<file path="src/rtl/dmem_dump_ctrl.sv">
// dmem_dump_ctrl: post-run DRAM unloader. Once end_process is seen it takes
// the DRAM address port, reads DUMP_WORDS words starting at START_ADDR and
// streams each word high byte first over a valid/ready byte interface.
//
// Ports:
//   clk, reset   - system clock, asynchronous active-high reset
//   end_process  - level from core; high starts the dump
//   mem_sel      - 1 = this block owns the DRAM address port (wren forced low)
//   mem_addr     - DRAM word address while mem_sel=1
//   mem_q        - DRAM read data, valid one cycle after mem_addr
//   tx_data      - byte to UART TX
//   tx_valid     - tx_data valid
//   tx_ready     - UART TX accepts byte on tx_valid & tx_ready
//   busy         - dump in progress
//   done         - dump complete, sticky until reset
module dmem_dump_ctrl #(
  parameter int unsigned ADDR_W     = 16,
  parameter int unsigned DATA_W     = 16,
  parameter int unsigned START_ADDR = 0,
  parameter int unsigned DUMP_WORDS = 256
) (
  input  logic              clk,
  input  logic              reset,
  input  logic              end_process,
  output logic              mem_sel,
  output logic [ADDR_W-1:0] mem_addr,
  input  logic [DATA_W-1:0] mem_q,
  output logic [7:0]        tx_data,
  output logic              tx_valid,
  input  logic              tx_ready,
  output logic              busy,
  output logic              done
);

  // One extra bit so a full 2^ADDR_W word dump is representable.
  localparam int unsigned CNT_W = ADDR_W + 1;
  localparam logic [CNT_W-1:0]  DUMP_CNT  = CNT_W'(DUMP_WORDS);
  localparam logic [ADDR_W-1:0] START_A   = ADDR_W'(START_ADDR);
  localparam bit                NO_WORDS  = (DUMP_WORDS == 0);

  typedef enum logic [2:0] {
    S_IDLE,
    S_ADDR,
    S_WAIT,
    S_SEND_HI,
    S_SEND_LO,
    S_DONE
  } state_t;

  state_t             state, state_d;
  logic [DATA_W-1:0]  word, word_d;
  logic [CNT_W-1:0]   cnt, cnt_d;
  logic               mem_sel_d, tx_valid_d, busy_d, done_d;
  logic [ADDR_W-1:0]  mem_addr_d;
  logic [7:0]         tx_data_d;
  logic               hs_c;
  logic [CNT_W-1:0]   cnt_inc_c;

  assign hs_c      = tx_valid & tx_ready;
  assign cnt_inc_c = cnt + CNT_W'(1);

  // State and output registers.
  always_ff @(posedge clk or posedge reset) begin
    if (reset) begin
      state    <= S_IDLE;
      word     <= '0;
      cnt      <= '0;
      mem_sel  <= 1'b0;
      mem_addr <= '0;
      tx_data  <= '0;
      tx_valid <= 1'b0;
      busy     <= 1'b0;
      done     <= 1'b0;
    end else begin
      state    <= state_d;
      word     <= word_d;
      cnt      <= cnt_d;
      mem_sel  <= mem_sel_d;
      mem_addr <= mem_addr_d;
      tx_data  <= tx_data_d;
      tx_valid <= tx_valid_d;
      busy     <= busy_d;
      done     <= done_d;
    end
  end

  // Next-state and next-output logic.
  always_comb begin
    state_d    = state;
    word_d     = word;
    cnt_d      = cnt;
    mem_sel_d  = mem_sel;
    mem_addr_d = mem_addr;
    tx_data_d  = tx_data;
    tx_valid_d = tx_valid;
    busy_d     = busy;
    done_d     = done;

    case (state)
      S_IDLE: begin
        // Level-triggered: a high end_process at reset release starts a dump.
        if (end_process) begin
          if (NO_WORDS) begin
            done_d  = 1'b1;
            state_d = S_DONE;
          end else begin
            mem_addr_d = START_A;
            mem_sel_d  = 1'b1;
            busy_d     = 1'b1;
            cnt_d      = '0;
            state_d    = S_ADDR;
          end
        end
      end

      S_ADDR: state_d = S_WAIT;

      S_WAIT: begin
        // DRAM data is valid now; present the high byte straight from mem_q.
        word_d     = mem_q;
        tx_data_d  = mem_q[15:8];
        tx_valid_d = 1'b1;
        state_d    = S_SEND_HI;
      end

      S_SEND_HI: begin
        if (hs_c) begin
          tx_data_d = word[7:0];
          state_d   = S_SEND_LO;
        end
      end

      S_SEND_LO: begin
        if (hs_c) begin
          tx_valid_d = 1'b0;
          cnt_d      = cnt_inc_c;
          if (cnt_inc_c == DUMP_CNT) begin
            mem_sel_d = 1'b0;
            busy_d    = 1'b0;
            done_d    = 1'b1;
            state_d   = S_DONE;
          end else begin
            mem_addr_d = mem_addr + ADDR_W'(1);
            state_d    = S_ADDR;
          end
        end
      end

      S_DONE: begin
        mem_sel_d  = 1'b0;
        busy_d     = 1'b0;
        tx_valid_d = 1'b0;
        done_d     = 1'b1;
      end

      default: state_d = S_IDLE;
    endcase
  end

endmodule

</file>
<file path="config.mk">
export PLATFORM = sky130hd
export DESIGN_NAME = dmem_dump_ctrl
export DESIGN_NICKNAME = d
export VERILOG_FILES = /design/src/rtl/dmem_dump_ctrl.sv
export SDC_FILE = /design/constraint.sdc
export NUM_CORES = 1
export LEC_CHECK = 0
export BUFFER_PORTS_ARGS = -buffer_cell sky130_fd_sc_hd__buf_4
export CAP_MARGIN = 10
export CORE_MARGIN = 5
export CORE_UTILIZATION = 61
export CTS_BUF_LIST = sky130_fd_sc_hd__clkbuf_16
export CTS_CLUSTER_DIAMETER = 40
export DETAILED_ROUTE_END_ITERATION = 10
export GPL_TIMING_DRIVEN = 1
export PLACE_DENSITY = 0.85
export SYNTH_ARGS = -nofsm -noshare
export SYNTH_HDL_FRONTEND = slang
export SYNTH_SLANG_ARGS = --single-unit
</file>
<file path="constraint.sdc">
create_clock -name clk -period 8 [get_ports clk]
set_clock_uncertainty 0.2 [all_clocks]
set_input_delay 1.6 -clock clk [delete_from_list [all_inputs] [get_ports clk]]
set_output_delay 1.6 -clock clk [all_outputs]
set_load 0.01 [all_outputs]
</file>
==> run_results.csv <==
group,metric,value,unit
status,outcome,"complete, no violations",
clock_network,path_clk_slew,0.08,ns
yosys,synth_top_area_frac,0.454,
yosys,yosys_most_used_dff,"dfrtp_1",
worst_hold_path,min_path_cells,1,
detailed_routing,via_count,2738,
detailed_routing,via_per_inst,6.19,
yosys,synthArstFlopShare,1.00,
clock_network,hold_buffers,0,
detailed_routing,wl_per_cell,16.5,um
clock_network,cts_htree_levels,2,
critical_path,r2r-end,"mem_addr[15]$_DFFE_PP0P_",
detailed_routing,drt_wl_total,7.31,mm
cells_and_area,finish.utilization,0.741,
critical_path,setup.worst_path.end_class,"register",
worst_hold_path,hold_path_class,"register to register",
die,pin_count,48,
yosys,synthCells,336,
clock_network,cts_sinks,55,
critical_path,ff2ff_path_depth,7,
yosys,yosysTopAreaCell,"dfrtp_1",
placement,postPlaceCellArea,3400,sq um
timing,slew_headroom,0.271,
yosys,ys_warn_count,0,
cells_and_area,num-nets-final,396,
yosys,yosysMostFrequentCell,"dfrtp_1",
die,start_util,0.633,
clock_network,tritoncts,"done",
timing,drv_slew,0,
placement,dp_slack,4.44,ns
critical_path,regToRegSetupSlack,4.77,ns
yosys,synth_commonest_cells,"dfrtp_1 (55), nand2_1 (48), o21ai_0 (30), nor2_1 (24), a21oi_1 (22)",
die,die_area,6480,sq um
detailed_routing,ant_nets,0,
timing,fmax,302,MHz
timing,rsz0062_at_grt,"false",
cells_and_area,area_growth,17.1,%
die,core-area,4790,sq um
pwr,ir_drop,159,uV
yosys,ys_types,52,
detailed_routing,dr.pass1.iters,5,
cells_and_area,num_antenna_cells,0,
clock_network,cts_made_buffers,5,
yosys,syn-num-nets,358,
die,rows,25,
worst_hold_path,hold_end,"done$_DFFE_PP0P_",
timing,setup_viol,0,
cells_and_area,drive_gt1_frac,0.195,
placement,io_buffers,47,
timing,finalSetupTns,0,ns
yosys,avgSynthCellArea,9.02,sq um
global_routing,antenna_found_initial,0,
timing,post-route-period-util,0.414,
yosys,syn_area,3030,sq um
cells_and_area,regArea,1380,sq um
yosys,synth-edff-count,0,
clock_network,worstSkewPairLatency,0.29,ns
worst_hold_path,min_from,"done$_DFFE_PP0P_",
critical_path,r2r_start,"cnt[2]$_DFFE_PP0P_",
clock_network,cts_buffer_depth,2,
pwr,pwr_density_cell,274,nW/um^2
yosys,synth_area_leaders,"dfrtp_1 (45%), nand2_1 (5.9%), o21ai_0 (5.0%)",
die,fp.dieH,80.5,um
cells_and_area,design_area,3550,sq um
detailed_routing,post-route-drc-count,0,
timing,worst_pin_slew,1.09,ns
critical_path,worstSetupStartpointType,"input port",
clock_network,cts_root_buf,"clkbuf_16",
global_routing,grt_start_max_net_pins,56,
global_routing,gr-total-overflow,0,
critical_path,critical_path.max_fanout,15,
global_routing,grt_usage,0.243,
clock_network,post-cts-setup-buffers,0,
clock_network,cts_resized,0,
critical_path,crit_required,7.98,ns
global_routing,grt_pass1_wl,12.3,mm
yosys,ys_ff_latch,55,
placement,place_hpwl,4.85,mm
detailed_routing,drtIter0Drc,232,
cells_and_area,fillerInstances,365,
timing,hold_violations,0,
yosys,seq_area_frac_synth,0.454,
flow_run,cap_violations,0,
timing,fin_ws,4.69,ns
critical_path,crit_type,"input port to register",
die,die_w,80.5,um
placement,place.gp.congestion,0.820,
cells_and_area,multiInputGateArea,1560,sq um
pwr,p_leak,1.63,nW
global_routing,first_global_vias,2629,
timing,fin_crit,3.31,ns
critical_path,arrival,3.29,ns
==> worst max-delay path by stage <==
stage / start / to / slack [ns] / cells after the start
after floorplan: reset / busy$_DFFE_PP0P_ / 4.86 / 1
after global placement: tx_ready / mem_addr[3]$_DFFE_PP0P_ / 4.49 / 5
after detailed placement: end_process / cnt[2]$_DFFE_PP0P_ / 4.44 / 7
after CTS: end_process / cnt[2]$_DFFE_PP0P_ / 4.74 / 7
after global routing: state[0]$_DFFE_PP0P_ / mem_addr[4]$_DFFE_PP0P_ / 4.49 / 6
final: end_process / cnt[16]$_DFFE_PP0P_ / 4.69 / 6
==> layout by cell type (no fill, tap or decap), types with 5 or more instances in the layout <==
| master | Yosys | final |
|---|---|---|
| o31ai_1 | 5 | 5 |
| o21ai_1 | 6 | 6 |
| inv_1 | 6 | 5 |
| mux2i_1 | 9 | 9 |
| dfrtp_1 | 55 | 55 |
| nor3_1 | 7 | 6 |
| buf_4 | 1 | 48 |
| nand2_1 | 48 | 48 |
| nor2_1 | 24 | 24 |
| o21ai_0 | 30 | 30 |
| a21oi_1 | 22 | 22 |
| a31oi_1 | 11 | 11 |
| clkbuf_16 | 0 | 5 |
| mux2_2 | 9 | 9 |
| nand4_1 | 7 | 7 |
| a21o_1 | 6 | 6 |
| and2_1 | 5 | 5 |
| and3_1 | 8 | 8 |
| nand3_1 | 14 | 14 |
==> stage by stage <==
step,power [mW],hold WS [ns],instances
after global routing,1.04,0.311,442
after detailed placement,0.753,0.253,434
after floorplan,0.627,0.280,336
after global placement,0.738,0.250,434
final,0.971,0.268,442
after CTS,0.975,0.272,442
==> state kept, by name, summed over array words and instances (netlist names) <==
register	flops
cnt	17
tx_valid	1
done	1
busy	1
tx_data	8
state	3
word	8
mem_addr	16
==> layout make-up <==
cell class	count	share of cell area
Clock buffer	5	0.0353
Clock inverter	3	0.00635
Inverter	6	0.00635
Multi-Input combinational cell	258	0.439
Sequential cell	55	0.388
Tap cell	67	0.0236
Timing Repair Buffer	48	0.102
==> layer usage <==
layer  vias up  share of wire  global-route usage
li1       1303              -                   -
met1      1326           0.42               0.317
met2        96           0.51               0.398
met3        13          0.058              0.0426
met4         0          0.015              0.0980
met5         -              0                   0
==> critical path, cell delays in order <==
cell and delay, ns:
buf_4 0.08, nor2b_1 0.18, a31oi_1 0.08, nor3_2 0.84, o21ai_0 0.22, a22o_1 0.29
==> report_power, final <==
group          internal, mW  leakage, nW  switching, mW
logic                 0.154        0.838          0.165
registers             0.353        0.715         0.0754
clock network         0.118       0.0746          0.105
total                 0.626         1.63          0.346
==> logic make-up (layout without fill, tap and decap cells) <==
family / after synthesis / in the layout / share of synthesized area
and+or+nand+nor: 136 / 136 / 0.228
AOI/OAI and AO/OA: 97 / 97 / 0.199
DFF: 55 / 55 / 0.454
buffers and inverters: 23 / 62 / 0.0339
muxes: 18 / 18 / 0.0632
xor gates and xnor gates: 5 / 5 / 0.0145
adders and majority gates: 2 / 2 / 0.00826
Power figures use the tool's default switching activity.
